`config.mk`:
```
export PLATFORM = sky130hd
export DESIGN_NAME = axi_read_burst_ctrl
export DESIGN_NICKNAME = d
export VERILOG_FILES = /design/src/rtl/axi_read_burst_ctrl.sv
export SDC_FILE = /design/constraint.sdc
export NUM_CORES = 1
export LEC_CHECK = 0
export BUFFER_PORTS_ARGS = -buffer_cell sky130_fd_sc_hd__buf_4
export CAP_MARGIN = 0
export CORE_MARGIN = 2
export CORE_UTILIZATION = 40
export DETAILED_ROUTE_END_ITERATION = 7
export PLACE_DENSITY_LB_ADDON = 0.12
export SKIP_CTS_REPAIR_TIMING = 1
export SLEW_MARGIN = 20
export SYNTH_ARGS = -nofsm -noshare
export SYNTH_HDL_FRONTEND = slang
export SYNTH_SLANG_ARGS = --single-unit
```
`constraint.sdc`:
```
create_clock -name clk -period 7 [get_ports clk]
set_input_delay 0.7 -clock clk [delete_from_list [all_inputs] [get_ports clk]]
set_output_delay 0.7 -clock clk [all_outputs]
set_load 0.05 [all_outputs]
```
`src/rtl/axi_read_burst_ctrl.sv`:
```
// AXI4 read-channel responder for a synchronous single-port RAM: one AR burst at a time,
// FIXED/INCR/WRAP with narrow sizes, error responses for illegal or out-of-range beats.
module axi_read_burst_ctrl #(
  parameter int unsigned ADDR_W    = 32,
  parameter int unsigned DATA_W    = 32,
  parameter int unsigned ID_W      = 4,
  parameter int unsigned MEM_DEPTH = 1024,
  parameter int unsigned MEM_AW    = $clog2(MEM_DEPTH)
) (
  input  logic              clk,
  input  logic              rst,
  input  logic              s_arvalid,
  output logic              s_arready,
  input  logic [ADDR_W-1:0] s_araddr,
  input  logic [7:0]        s_arlen,
  input  logic [2:0]        s_arsize,
  input  logic [1:0]        s_arburst,
  input  logic [ID_W-1:0]   s_arid,
  output logic              s_rvalid,
  input  logic              s_rready,
  output logic [DATA_W-1:0] s_rdata,
  output logic [1:0]        s_rresp,
  output logic              s_rlast,
  output logic [ID_W-1:0]   s_rid,
  output logic              mem_ren,
  output logic [MEM_AW-1:0] mem_addr,
  input  logic [DATA_W-1:0] mem_rdata
);

  localparam int unsigned OFFS     = $clog2(DATA_W / 8);
  localparam logic [2:0]  MAX_SIZE = 3'(OFFS);

  localparam logic [1:0] BT_FIXED = 2'b00;
  localparam logic [1:0] BT_WRAP  = 2'b10;
  localparam logic [1:0] BT_RSVD  = 2'b11;

  localparam logic [1:0] RESP_OKAY   = 2'b00;
  localparam logic [1:0] RESP_SLVERR = 2'b10;
  localparam logic [1:0] RESP_DECERR = 2'b11;

  typedef enum logic {IDLE, BURST} state_e;

  state_e            state_q, state_d;
  logic              arready_q, arready_d;
  logic [ADDR_W-1:0] addr_q, addr_d;
  logic [7:0]        len_q, len_d;
  logic [2:0]        size_q, size_d;
  logic [1:0]        burst_q, burst_d;
  logic [ID_W-1:0]   id_q, id_d;
  logic              slverr_q, slverr_d;
  logic [7:0]        icnt_q, icnt_d;
  logic              idone_q, idone_d;
  logic              infl_q, infl_d;
  logic [1:0]        infl_resp_q, infl_resp_d;
  logic              infl_last_q, infl_last_d;

  logic [DATA_W-1:0] fdata_q [2];
  logic [1:0]        fresp_q [2];
  logic              flast_q [2];
  logic              wptr_q, wptr_d;
  logic              rptr_q, rptr_d;
  logic [1:0]        cnt_q, cnt_d;

  logic [ADDR_W-1:0] nsh, smask, bmask, beat_addr, word_idx;
  logic              beat_dec;
  logic [1:0]        beat_resp;
  logic              rvalid, pop, issue, head_last;
  logic [2:0]        occ;

  // WRAP: base is a multiple of B, so base + ((start-base+n*S) mod B) == base | ((start+n*S) & (B-1)).
  always_comb begin
    nsh   = ADDR_W'(icnt_q) << size_q;
    smask = (ADDR_W'(1) << size_q) - ADDR_W'(1);
    bmask = (ADDR_W'({1'b0, len_q} + 9'd1) << size_q) - ADDR_W'(1);
    case (burst_q)
      BT_FIXED: beat_addr = addr_q;
      BT_WRAP:  beat_addr = (addr_q & ~bmask) | ((addr_q + nsh) & bmask);
      default:  beat_addr = (icnt_q == 8'd0) ? addr_q : (addr_q & ~smask) + nsh;
    endcase
    word_idx  = beat_addr >> OFFS;
    beat_dec  = (word_idx >= ADDR_W'(MEM_DEPTH));
    beat_resp = slverr_q ? RESP_SLVERR : (beat_dec ? RESP_DECERR : RESP_OKAY);
  end

  // Credit: stored entries after this cycle's pop plus the in-flight slot must leave room.
  always_comb begin
    rvalid    = (cnt_q != 2'd0);
    pop       = rvalid & s_rready;
    head_last = rvalid & flast_q[rptr_q];
    occ       = {1'b0, cnt_q} - {2'b00, pop} + {2'b00, infl_q};
    issue     = (state_q == BURST) & ~idone_q & (occ < 3'd2) & ~rst;
    mem_ren   = issue & (beat_resp == RESP_OKAY);
    mem_addr  = mem_ren ? word_idx[MEM_AW-1:0] : '0;
  end

  always_comb begin
    state_d     = state_q;
    addr_d      = addr_q;
    len_d       = len_q;
    size_d      = size_q;
    burst_d     = burst_q;
    id_d        = id_q;
    slverr_d    = slverr_q;
    icnt_d      = icnt_q;
    idone_d     = idone_q;
    infl_d      = issue;
    infl_resp_d = beat_resp;
    infl_last_d = (icnt_q == len_q);
    wptr_d      = wptr_q ^ infl_q;
    rptr_d      = rptr_q ^ pop;
    cnt_d       = cnt_q + {1'b0, infl_q} - {1'b0, pop};

    if (issue) begin
      if (icnt_q == len_q) idone_d = 1'b1;
      else                 icnt_d  = icnt_q + 8'd1;
    end

    case (state_q)
      IDLE: begin
        if (s_arvalid && arready_q) begin
          addr_d   = s_araddr;
          len_d    = s_arlen;
          size_d   = s_arsize;
          burst_d  = s_arburst;
          id_d     = s_arid;
          slverr_d = (s_arburst == BT_RSVD) || (s_arsize > MAX_SIZE) ||
                     ((s_arburst == BT_WRAP) &&
                      !(s_arlen inside {8'd1, 8'd3, 8'd7, 8'd15}));
          icnt_d   = 8'd0;
          idone_d  = 1'b0;
          state_d  = BURST;
        end
      end
      BURST: begin
        if (pop && head_last) state_d = IDLE;
      end
      default: state_d = IDLE;
    endcase

    arready_d = (state_d == IDLE);
  end

  always_ff @(posedge clk) begin
    if (rst) begin
      state_q     <= IDLE;
      arready_q   <= 1'b0;
      addr_q      <= '0;
      len_q       <= '0;
      size_q      <= '0;
      burst_q     <= '0;
      id_q        <= '0;
      slverr_q    <= 1'b0;
      icnt_q      <= '0;
      idone_q     <= 1'b0;
      infl_q      <= 1'b0;
      infl_resp_q <= '0;
      infl_last_q <= 1'b0;
      wptr_q      <= 1'b0;
      rptr_q      <= 1'b0;
      cnt_q       <= '0;
    end else begin
      state_q     <= state_d;
      arready_q   <= arready_d;
      addr_q      <= addr_d;
      len_q       <= len_d;
      size_q      <= size_d;
      burst_q     <= burst_d;
      id_q        <= id_d;
      slverr_q    <= slverr_d;
      icnt_q      <= icnt_d;
      idone_q     <= idone_d;
      infl_q      <= infl_d;
      infl_resp_q <= infl_resp_d;
      infl_last_q <= infl_last_d;
      wptr_q      <= wptr_d;
      rptr_q      <= rptr_d;
      cnt_q       <= cnt_d;
    end
  end

  // Payload storage needs no reset: every output is gated by the occupancy count.
  always_ff @(posedge clk) begin
    if (infl_q) begin
      fdata_q[wptr_q] <= (infl_resp_q == RESP_OKAY) ? mem_rdata : '0;
      fresp_q[wptr_q] <= infl_resp_q;
      flast_q[wptr_q] <= infl_last_q;
    end
  end

  assign s_arready = arready_q;
  assign s_rvalid  = rvalid;
  assign s_rdata   = rvalid ? fdata_q[rptr_q] : '0;
  assign s_rresp   = rvalid ? fresp_q[rptr_q] : '0;
  assign s_rlast   = head_last;
  assign s_rid     = id_q;

endmodule

```
==> impl_metrics.ini <==
[critical_path]
cp_data_arrival_time_ps = 5860
crit_required_ps = 6300
cp-start-kind = register
worstPathCellList = or3_4, ha_1, nor3_1, a21oi_1, o221a_2, ha_1, a21oi_1, o21ai_0, and3b_1, o31ai_2, a211oi_1, a2111oi_2, o2111ai_1, a2111oi_2, nand4b_1, nor4_2, buf_4, o311a_1, buf_4
worstSetupPathType = register to output port
critPathSlowestCell = o31ai_2
worstPathMaxFanout = 16
critPathMaxStageDelay_ps = 630
critical_path.endpoint_type = output port

[clock_network]
cts_htree_levels = 4
clock_path_buffers = 2
number_of_buffers_created_by_cts = 17
cts.sinks = 139
cts_tree = built
cts-root-buf = clkbuf_16
worst_skew_pair.late_latency_ps = 440
clkTransAtPathRegs_ps = 70

[global_route]
maximum_number_of_pins_on_one_net_before_global_route_repair = 61
grt_pass1_vias = 8967
grt_remaining_overflow = 0
grt_use_total = 0.232
number_of_antenna_violations_at_the_first_check_in_global_routing = 0
grt_pass1_wl_mm = 48.8

[timing]
worstMarginPinSlew_ps = 955
fin_skew_ps = 23.6
final_max_slew_viol_count = 0
finalCritPeriodShare = 0.937
fin_setup_tns_ps = 0
worst_slew_margin_rel = 0.361
report.final.hold_viol_count = 0
timing.final.setup_violations = 0
grt_setup_unrepaired = false
max_freq_mhz = 152
finalCriticalPeriod_ps = 6560

[power]
comb_power_share = 0.383
power.switching_mw = 1.32
internal_power_mw = 1.80
power.leakage_nw = 4.56
vdd_ir_drop_max_uv = 191
switching_share = 0.423
sequential_fraction_of_design_power = 0.320
power_density_nw_per_um2 = 260
power_frac_clock = 0.297

[routing]
route.vias.total = 9457
totalWireLength_mm = 30.8
detail_route.vias_per_cell = 5.69
initialDrtViolationCount = 640
drc = 0
detail_route.wl_per_cell_um = 18.5
drt-pass1-iter-count = 5
antenna_left = 0

[synth]
synth_top_cell_by_area = edfxtp_1
yosysUniqueCellTypes = 97
synth_common_cells = 192 x nand2_1, 115 x nor2_1, 111 x a21oi_1, 70 x edfxtp_1, 69 x dfxtp_1
postSynthCellCount = 1232
syn-cell-area_um2 = 10200
fraction_of_registers_with_async_set_or_reset_after_synthesis = 0
ys_seq_area_frac = 0.341
yosys_synthesis_warning_count = 0
synth.top_cell.area_share = 0.206
most_common_cell_in_the_synthesized_netlist = nand2_1
synth.top_cells.by_area = edfxtp_1 21%, dfxtp_1 14%, nand2_1 7.1%
syn_avg_cell_area_um2 = 8.28
yosys_most_used_dff = edfxtp_1
yosys_register_bits = 139
edff_count_synth = 70
mappedNetlistNets = 1356

[min_path]
worst_hold_path_type = register to register

[floorplanning]
initial_core_utilization = 0.406
row_count = 58
dieHeight_um = 164
core_region_area_um2 = 25100
num_io_pins = 137
die-area_um2 = 26800
die_x_um = 164

[final_layout]
syn2layout_area_growth_pct = 18.0
final_net_count = 1442
num_antenna_cells = 0
non_filler_cells_final = 1661
fill_cells = 2555
post_route_cells_drive_above_1_share = 0.177
post-route-cell-area_um2 = 12000

[placed_design]
buffer_ports.inserted = 136
postPlaceCellArea_um2 = 11400
placed_cells = 1629
gpl_wtd_cong = 0.925
dp_hpwl_mm = 22.4

[status]
status = finished, final reports clean

[job]
drv_cap = 0
## metal layers
| metal | global-route usage | share of wire | wire (µm) |
|---|---|---|---|
| met1 | 0.319 | 0.46 | 14300 |
| met2 | 0.379 | 0.47 | 14300 |
| met3 | 0.0351 | 0.049 | 1520 |
| met4 | 0.0690 | 0.021 | 632 |
| met5 | 0 | 0 | 0 |
## metrics by stage
stage	setup WS, ps	utilization	hold WS (ps)	power, mW
2_1_floorplan	695	-	404	1.86
3_3_place_gp	698	0.455	407	2.22
4_1_cts	203	0.479	437	3.16
6_report	442	0.480	438	3.13
5_1_grt	20.4	0.480	454	3.28
3_5_place_dp	691	0.455	413	2.23
## flip-flops by register name, indices dropped and copies added (netlist names)
signal and count:
addr_q 32, burst_q 2, cnt_q 2, fdata_q 64, flast_q 2, fresp_q 4, icnt_q 8, idone_q 1
infl_last_q 1, infl_q 1, infl_resp_q 2, len_q 8, rptr_q 1, s_arready 1, s_rid 4, size_q 3
slverr_q 1, state_q 1, wptr_q 1
## worst paths after layout
path	startpoint	to	slack, ps	depth (start not counted)
hold / removal	infl_last_q$_SDFF_PP0_	flast_q[0]$_DFFE_PP_	440	0
setup reg to reg	size_q[2]$_SDFFE_PP0P_	infl_resp_q[1]$_SDFF_PP0_	2050	17
setup / recovery	size_q[2]$_SDFFE_PP0P_	mem_addr[4]	440	19
hold reg to reg	infl_last_q$_SDFF_PP0_	flast_q[0]$_DFFE_PP_	440	0
## power by group through the flow
| stage | registers (mW) | logic (mW) | clock network [mW] |
|---|---|---|---|
| 2_1_floorplan | 0.980 | 0.879 | 0 |
| 3_3_place_gp | 1.02 | 1.20 | 0 |
| 3_5_place_dp | 1.02 | 1.21 | 0 |
| 4_1_cts | 1.00 | 1.21 | 0.950 |
| 5_1_grt | 1.01 | 1.28 | 0.982 |
| 6_report | 1.00 | 1.20 | 0.930 |
## area by class of cell
| class | instances | area [µm²] | area share |
|---|---|---|---|
| clock inverter | 15 | 191 | 0.0159 |
| clock buffer | 17 | 425 | 0.0353 |
| multi-input combinational | 980 | 6270 | 0.520 |
| tap | 330 | 413 | 0.0343 |
| timing repair buffer | 155 | 1160 | 0.0966 |
| sequential | 139 | 3490 | 0.290 |
| inverter | 25 | 93.8 | 0.00779 |
## critical path, delay by kind of cell (launching register included)
kind | cells | cell delay [ps]
flops | 1 | 480
simple gates | 5 | 1420
fa+ha+maj | 2 | 650
compound gates | 10 | 2410
buf+inv | 2 | 450
## logic make-up (layout without fill, tap and decap cells)
group	after synthesis	in the layout	synth area share
flip-flops	139	139	0.341
multiplexers	57	57	0.0569
XOR/XNOR	60	60	0.0522
adder cells (fa/ha/maj)	39	39	0.0486
AND/OR/NAND/NOR	513	513	0.243
buffers and inverters	113	212	0.0471
AO/OA/AOI/OAI	311	311	0.210
## placed cells by master (no fill, tap or decap), types with 7 or more instances in the layout
master     synthesis  final
ha_1              38     37
mux2_2             8      8
a21o_1            11     11
inv_1             24     24
dfxtp_1           69     65
clkinv_8           0      7
edfxtp_1          70     70
o21ai_0           38     38
o211ai_1          16     16
o211a_1            8      8
nand2_1          192    192
mux2i_1           49     49
nor2_1           115    113
o31ai_1           12     12
clkbuf_16          0     17
nand3_1           30     30
o21a_1             7      7
nor3_1            25     24
a21oi_1          111    111
or3_1             10     10
nand2b_1           9      9
nand4_1           16     16
nor2b_1           10     10
and3_1            18     18
xor2_1            28     28
and2_1            51     51
xnor2_1           31     31
buf_4              5    155
Note: power is estimated with default switching activity, not from simulation.
